===== src/rtl/cache_req_ctrl.sv =====
// Cache request controller: CPU request/response handshake around a one-shot cache access.
// Optional WAIT timeout enabled by defining CACHE_REQ_TIMEOUT_EN.
module cache_req_ctrl #(
    parameter int ADDR_WIDTH = 8,
    parameter int DATA_WIDTH = 8,
    parameter int MAX_WAIT   = 15
) (
    input  logic                  clk,
    input  logic                  rst,
    input  logic                  req_valid,
    output logic                  req_ready,
    input  logic                  req_we,
    input  logic [ADDR_WIDTH-1:0] req_addr,
    input  logic [DATA_WIDTH-1:0] req_wdata,
    output logic                  resp_valid,
    input  logic                  resp_ready,
    output logic [DATA_WIDTH-1:0] resp_rdata,
    output logic                  resp_err,
    output logic                  re,
    output logic                  we,
    output logic [ADDR_WIDTH-1:0] addr,
    output logic [DATA_WIDTH-1:0] wr_data,
    input  logic [DATA_WIDTH-1:0] rd_data,
    input  logic                  done
);

    typedef enum logic [1:0] {
        IDLE,
        ISSUE,
        WAIT,
        RESP
    } state_t;

    if (MAX_WAIT < 1 || MAX_WAIT > 255) begin : g_bad_max_wait
        $error("MAX_WAIT out of range 1..255");
    end

    state_t                  state_q;
    logic                    req_ready_q;
    logic                    resp_valid_q;
    logic [DATA_WIDTH-1:0]   resp_rdata_q;
    logic                    resp_err_q;
    logic                    re_q;
    logic                    we_q;
    logic                    held_we_q;
    logic [ADDR_WIDTH-1:0]   addr_q;
    logic [DATA_WIDTH-1:0]   wr_data_q;

`ifdef CACHE_REQ_TIMEOUT_EN
    logic [7:0] cnt_q;
    logic       timeout_d;

    // Fires in the MAX_WAIT-th WAIT cycle still lacking done.
    assign timeout_d = (cnt_q == 8'(MAX_WAIT - 1));
`endif

    always_ff @(posedge clk) begin
        if (rst) begin
            state_q      <= IDLE;
            req_ready_q  <= 1'b1;
            resp_valid_q <= 1'b0;
            resp_rdata_q <= '0;
            resp_err_q   <= 1'b0;
            re_q         <= 1'b0;
            we_q         <= 1'b0;
            held_we_q    <= 1'b0;
            addr_q       <= '0;
            wr_data_q    <= '0;
`ifdef CACHE_REQ_TIMEOUT_EN
            cnt_q        <= '0;
`endif
        end else begin
            re_q <= 1'b0;
            we_q <= 1'b0;
            case (state_q)
                IDLE: begin
                    if (req_valid) begin
                        held_we_q   <= req_we;
                        addr_q      <= req_addr;
                        wr_data_q   <= req_wdata;
                        re_q        <= ~req_we;
                        we_q        <= req_we;
                        req_ready_q <= 1'b0;
                        state_q     <= ISSUE;
                    end
                end
                ISSUE: begin
                    state_q <= WAIT;
`ifdef CACHE_REQ_TIMEOUT_EN
                    cnt_q   <= '0;
`endif
                end
                WAIT: begin
                    if (done) begin
                        resp_rdata_q <= held_we_q ? '0 : rd_data;
                        resp_err_q   <= 1'b0;
                        resp_valid_q <= 1'b1;
                        state_q      <= RESP;
`ifdef CACHE_REQ_TIMEOUT_EN
                    end else if (timeout_d) begin
                        resp_rdata_q <= '0;
                        resp_err_q   <= 1'b1;
                        resp_valid_q <= 1'b1;
                        state_q      <= RESP;
                    end else begin
                        cnt_q <= cnt_q + 8'd1;
`endif
                    end
                end
                RESP: begin
                    if (resp_ready) begin
                        resp_valid_q <= 1'b0;
                        req_ready_q  <= 1'b1;
                        state_q      <= IDLE;
                    end
                end
                default: begin
                    state_q     <= IDLE;
                    req_ready_q <= 1'b1;
                end
            endcase
        end
    end

    assign req_ready  = req_ready_q;
    assign resp_valid = resp_valid_q;
    assign resp_rdata = resp_rdata_q;
    assign resp_err   = resp_err_q;
    assign re         = re_q;
    assign we         = we_q;
    assign addr       = addr_q;
    assign wr_data    = wr_data_q;

endmodule


===== config.mk =====
export PLATFORM = sky130hd
export DESIGN_NAME = cache_req_ctrl
export DESIGN_NICKNAME = d
export VERILOG_FILES = /design/src/rtl/cache_req_ctrl.sv
export SDC_FILE = /design/constraint.sdc
export NUM_CORES = 1
export LEC_CHECK = 0
export CORE_UTILIZATION = 31
export DETAILED_ROUTE_END_ITERATION = 10
export HOLD_SLACK_MARGIN = 0.15
export PLACE_DENSITY = 0.66
export SYNTH_ARGS = -nofsm -noshare
export SYNTH_HDL_FRONTEND = slang
export SYNTH_SLANG_ARGS = --single-unit

===== constraint.sdc =====
create_clock -name clk -period 2.18 [get_ports clk]
set_clock_uncertainty 0.1 [all_clocks]
set_input_delay 0.218 -clock clk [delete_from_list [all_inputs] [get_ports clk]]
set_output_delay 0.218 -clock clk [all_outputs]
set_load 0.05 [all_outputs]

After elaboration in Yosys (flattened, before gate mapping):

Cells that the tools add are included.

* muxes and demuxes: 11
* bitwise logic cells: 3
* equal/unequal tests: 6
* reduce and logical (&&, ||, !) cells: 9

Operator list (count)
* $reduce_and 3->1: 3
* $mux 8: 1
* $pmux 2 s4: 1
* $mux 2: 3
* $ne 2x2->1 const B: 3
* $eq 2x2->1 const B: 2
* $mux 1: 4
* $pmux 1 s2: 2
* $reduce_and 2->1: 2
* $reduce_bool 2->1: 2
* $not 1->1: 3
* $reduce_or 3->1: 1
* $eq 2x1->1 const B: 1
* $logic_not 2->1: 1

* word-level logic and storage cells: 38
* input bits: 30
* output and inout bits: 29
* register bits: 31

Logic depth before layout (Yosys ltp):

* depth in word-level cells: 3
* mapped depth: 7
* depth with buffers taken out: 5

Worst setup path after synthesis:

OpenSTA, ideal clock, no wires.

* kind: register -> register
* start point: register state_q[0]
* end point: register state_q[0]
* arrival: 1.397 ns
* setup time: 0.087 ns
* cell stages (with the launch flop): 7
* path buffers: 1
* slack: 0.596 ns
* period minus slack after synthesis: 1.584 ns
* cells stage by stage: dfxtp_1 > inv_1 > ha_1 > buf_6 > nor2b_1 > or4_1 > o31ai_1

* longest elaborated chain between the ends: 3
* elaborated cells between the ends (all ways): 9
* classes of those cells: eq/ne (6); mux (1); reduce/logical (2)

RTL lines
* start, declared: RTL line 38 `state_t state_q;`
* start signal, assigned: RTL line 59 `state_q <= IDLE;`
* start signal, assigned: RTL line 84 `state_q <= ISSUE;`
* start signal, assigned: RTL line 88 `state_q <= WAIT;`
* $eq 2x2->1 / $logic_not 2->1 (equally long branches): RTL line 75 `case (state_q)`
* $ne 2x2->1 (no source line)
* $reduce_and 3->1 (no source line)

Parallel ways exist; a longest one is shown, timed or not.
A chain may end at the register's enable or synchronous reset.

Worst setup path in the final report:

* start point: register req_ready_q, in the netlist req_ready
* end point: output port req_ready

RTL lines
* start, declared: RTL line 39 `logic req_ready_q;`
* start signal, assigned: RTL line 60 `req_ready_q <= 1'b1;`
* start signal, assigned: RTL line 83 `req_ready_q <= 1'b0;`
* start signal, assigned: RTL line 113 `req_ready_q <= 1'b1;`
* end, declared: RTL line 11 `output logic req_ready,`

No word-level cell between the ends.

==> metrics.yaml <==
sta:
  relSlewSlack: 0.599
  rsz0062_at_grt: "false"
  fin_crit_sh: 0.808
  finalSetupViolations: 0
  worst_slew_pin_slew_ps: 600
  final_max_slew_viol_count: 0
  fin_crit_ps: 1760
  fin_setup_tns_ps: 0
  fmax_mhz: 567
  finalHoldViolCount: 0
logic_synthesis:
  ys_types: 27
  synth_edf_count: 0
  yosysSeqAreaShare: 0.488
  netlist.area_leader.share: 0.488
  synthMostInstantiatedCell: "nand2_1"
  ys_async_sr_fraction: 0
  synth_seq_cells: 31
  synth_top_cell_by_area: "dfxtp_1"
  syn-cell-area_mm2: 0.00127
  synth_top_family_by_area: "simple AND/OR/NAND/NOR gates"
  yosysWarnings: 0
  synth-simple-area-share: 0.244
  synthFlopType: "dfxtp_1"
  syn_nets: 186
  synth_area_leaders: "dfxtp_1 (49%), nand2_1 (14%), a21oi_1 (9.8%)"
  synth_compound_area_frac: 0.139
  synth_commonest_cells: "nand2_1 (47), dfxtp_1 (31), a21oi_1 (25)"
  synthAdderAreaFrac: 0.0590
  synth_mux_area_frac: 0.0167
  synthXorXnorAreaFrac: 0
  postSynthCellCount: 150
  syn_avg_cell_area_um2: 8.48
die:
  core-area_mm2: 0.00380
  start_util: 0.335
  std_cell_rows: 22
  dieArea_mm2: 0.00437
  die_h_um: 66.1
  die_w_um: 66.1
  ios: 59
clocking:
  cts_setup_buffers: 0
  cts_tree: "built"
  clk_latency_ps: 280
  h-tree-depth: 2
  cts_num_sinks: 31
  clkTransAtPathRegs_ps: 60
  cts_resized: 0
  clk_path_buf_depth: 2
  postCtsHoldBufs: 0
  numCtsBuffers: 5
  clockRootBuffer: "clkbuf_8"
power_and_ir_drop:
  p_total_uw: 2170
  powerDensity_mw_per_mm2: 1110
  p_leak_uw: 0.000723
  max-vdd-ir-drop_mv: 0.527
detailed_routing:
  drc_errors: 0
  wl_per_cell_um: 12.1
  m1WireLength_um: 1410
  vias: 1227
  routed-wl-met2_um: 1460
  drtIter0Drc: 62
  met3_length_um: 202
  ant_nets: 0
  viasPerCell: 4.77
  drt-pass1-iter-count: 4
  highest_layer: "met4"
  routed_wl_um: 3120
global_routing:
  grt_max_degree: 19
  overflow: 0
  grt_pass1_wl_um: 5030
  grt_pass1_vias: 1157
  grt_use_total: 0.154
  grt_antenna_before_repair: 0
outcome:
  outcome: "finished, final reports clean"
worst_setup_path:
  path_cells: "clkdlybuf4s50_1"
  end_kind: "primary output"
  path_class: "reg -> out"
  ff2ff_setup_slack_ps: 440
  cp.arrival_ps: 1440
  cpMaxStageDelayCell: "clkdlybuf4s50_1"
  crit_buf_inv: 1
  cp_top_family: "buffers and inverters"
  path_max_fanout: 3
  required_ps: 1860
  critical_path.max_stage_delay_ps: 820
  start_kind: "register"
run:
  maxCapViolCount: 0
min_path:
  holdCritPathClass: "reg -> reg"
final_layout:
  finalInstanceArea_mm2: 0.00195
  multi_input_area_um2: 587
  drive_gt1_frac: 0.0478
  regArea_um2: 621
  nets: 244
  diodes: 0
  nFillCells: 374
  area_delta_synth_final_pct: 53.5
placed_design:
  portBuffers: 57
  gp_congestion: 0.745
  place_area_mm2: 0.00187
  post-dp-hpwl_um: 2310
-- metrics by stage --
| step | setup WS (ps) | util | instances | hold slack (ps) |
|---|---|---|---|---|
| detailed placement | 447 | 0.493 | 249 | 343 |
| CTS | 408 | 0.514 | 257 | 351 |
| global placement | 477 | 0.493 | 249 | 340 |
| finish | 418 | 0.514 | 257 | 350 |
| global route | 338 | 0.514 | 257 | 368 |
| floorplan | 596 | - | 150 | 197 |
-- sequential cells by signal, summed over array words and instances, names as in the netlist --
name	count
resp_rdata	8
wr_data	8
resp_valid	1
req_ready	1
re	1
held_we_q	1
addr	8
we	1
state_q	2
-- cell type report --
class	instances	share of cell area
timing repair buffer	60	0.304
multi-input combinational	107	0.300
tap	48	0.0307
sequential	31	0.318
clock buffer	7	0.0391
clock inverter	1	0.00256
inverter	3	0.00577
-- power by group --
group          total [µW]  switching, µW  internal (µW)
Combinational         992            631            362
Clock                 421            198            223
Sequential            755           74.6            681
Total                2170            904           1270
-- logic make-up (layout without fill, tap and decap cells) --
| group | after synthesis | in the layout |
|---|---|---|
| other cells | 1 | 1 |
| compound gates | 32 | 32 |
| simple gates | 66 | 66 |
| mux | 2 | 2 |
| buf+inv | 12 | 71 |
| fa+ha+maj | 6 | 6 |
| flops | 31 | 31 |
-- metal layers --
metal  vias up  track usage
met2        41        0.256
met1       561        0.181
li1        620            -
met4         0       0.0638
met3         5       0.0483
met5         -            0
-- cells in the final DEF, fill, tap and decap left out --
cell type / instances
clkdlybuf4s50_1: 57
nand2_1: 47
dfxtp_1: 31
a21oi_1: 25
nand4b_1: 8
ha_1: 6
clkbuf_8: 5
nor2b_1: 4
inv_1: 3
buf_4: 3
nor3_1: 2
clkbuf_1: 2
and2_1: 1
o21bai_1: 1
or4_1: 1
o31ai_1: 1
mux2i_1: 1
a31oi_1: 1
o21ai_0: 1
nand3_1: 1
o21a_1: 1
o211ai_1: 1
mux2_2: 1
nor2_1: 1
a32o_1: 1
and3_1: 1
conb_1: 1
clkinv_2: 1
-- final timing paths --
kind | start | to | depth (start not counted)
min reg2reg | resp_rdata[0] | resp_rdata[0] | 2
max | req_ready | req_ready | 1
max reg2reg | state_q[0] | state_q[0] | 5
min | resp_rdata[0] | resp_rdata[0] | 2
(Power assumes the default switching activity.)
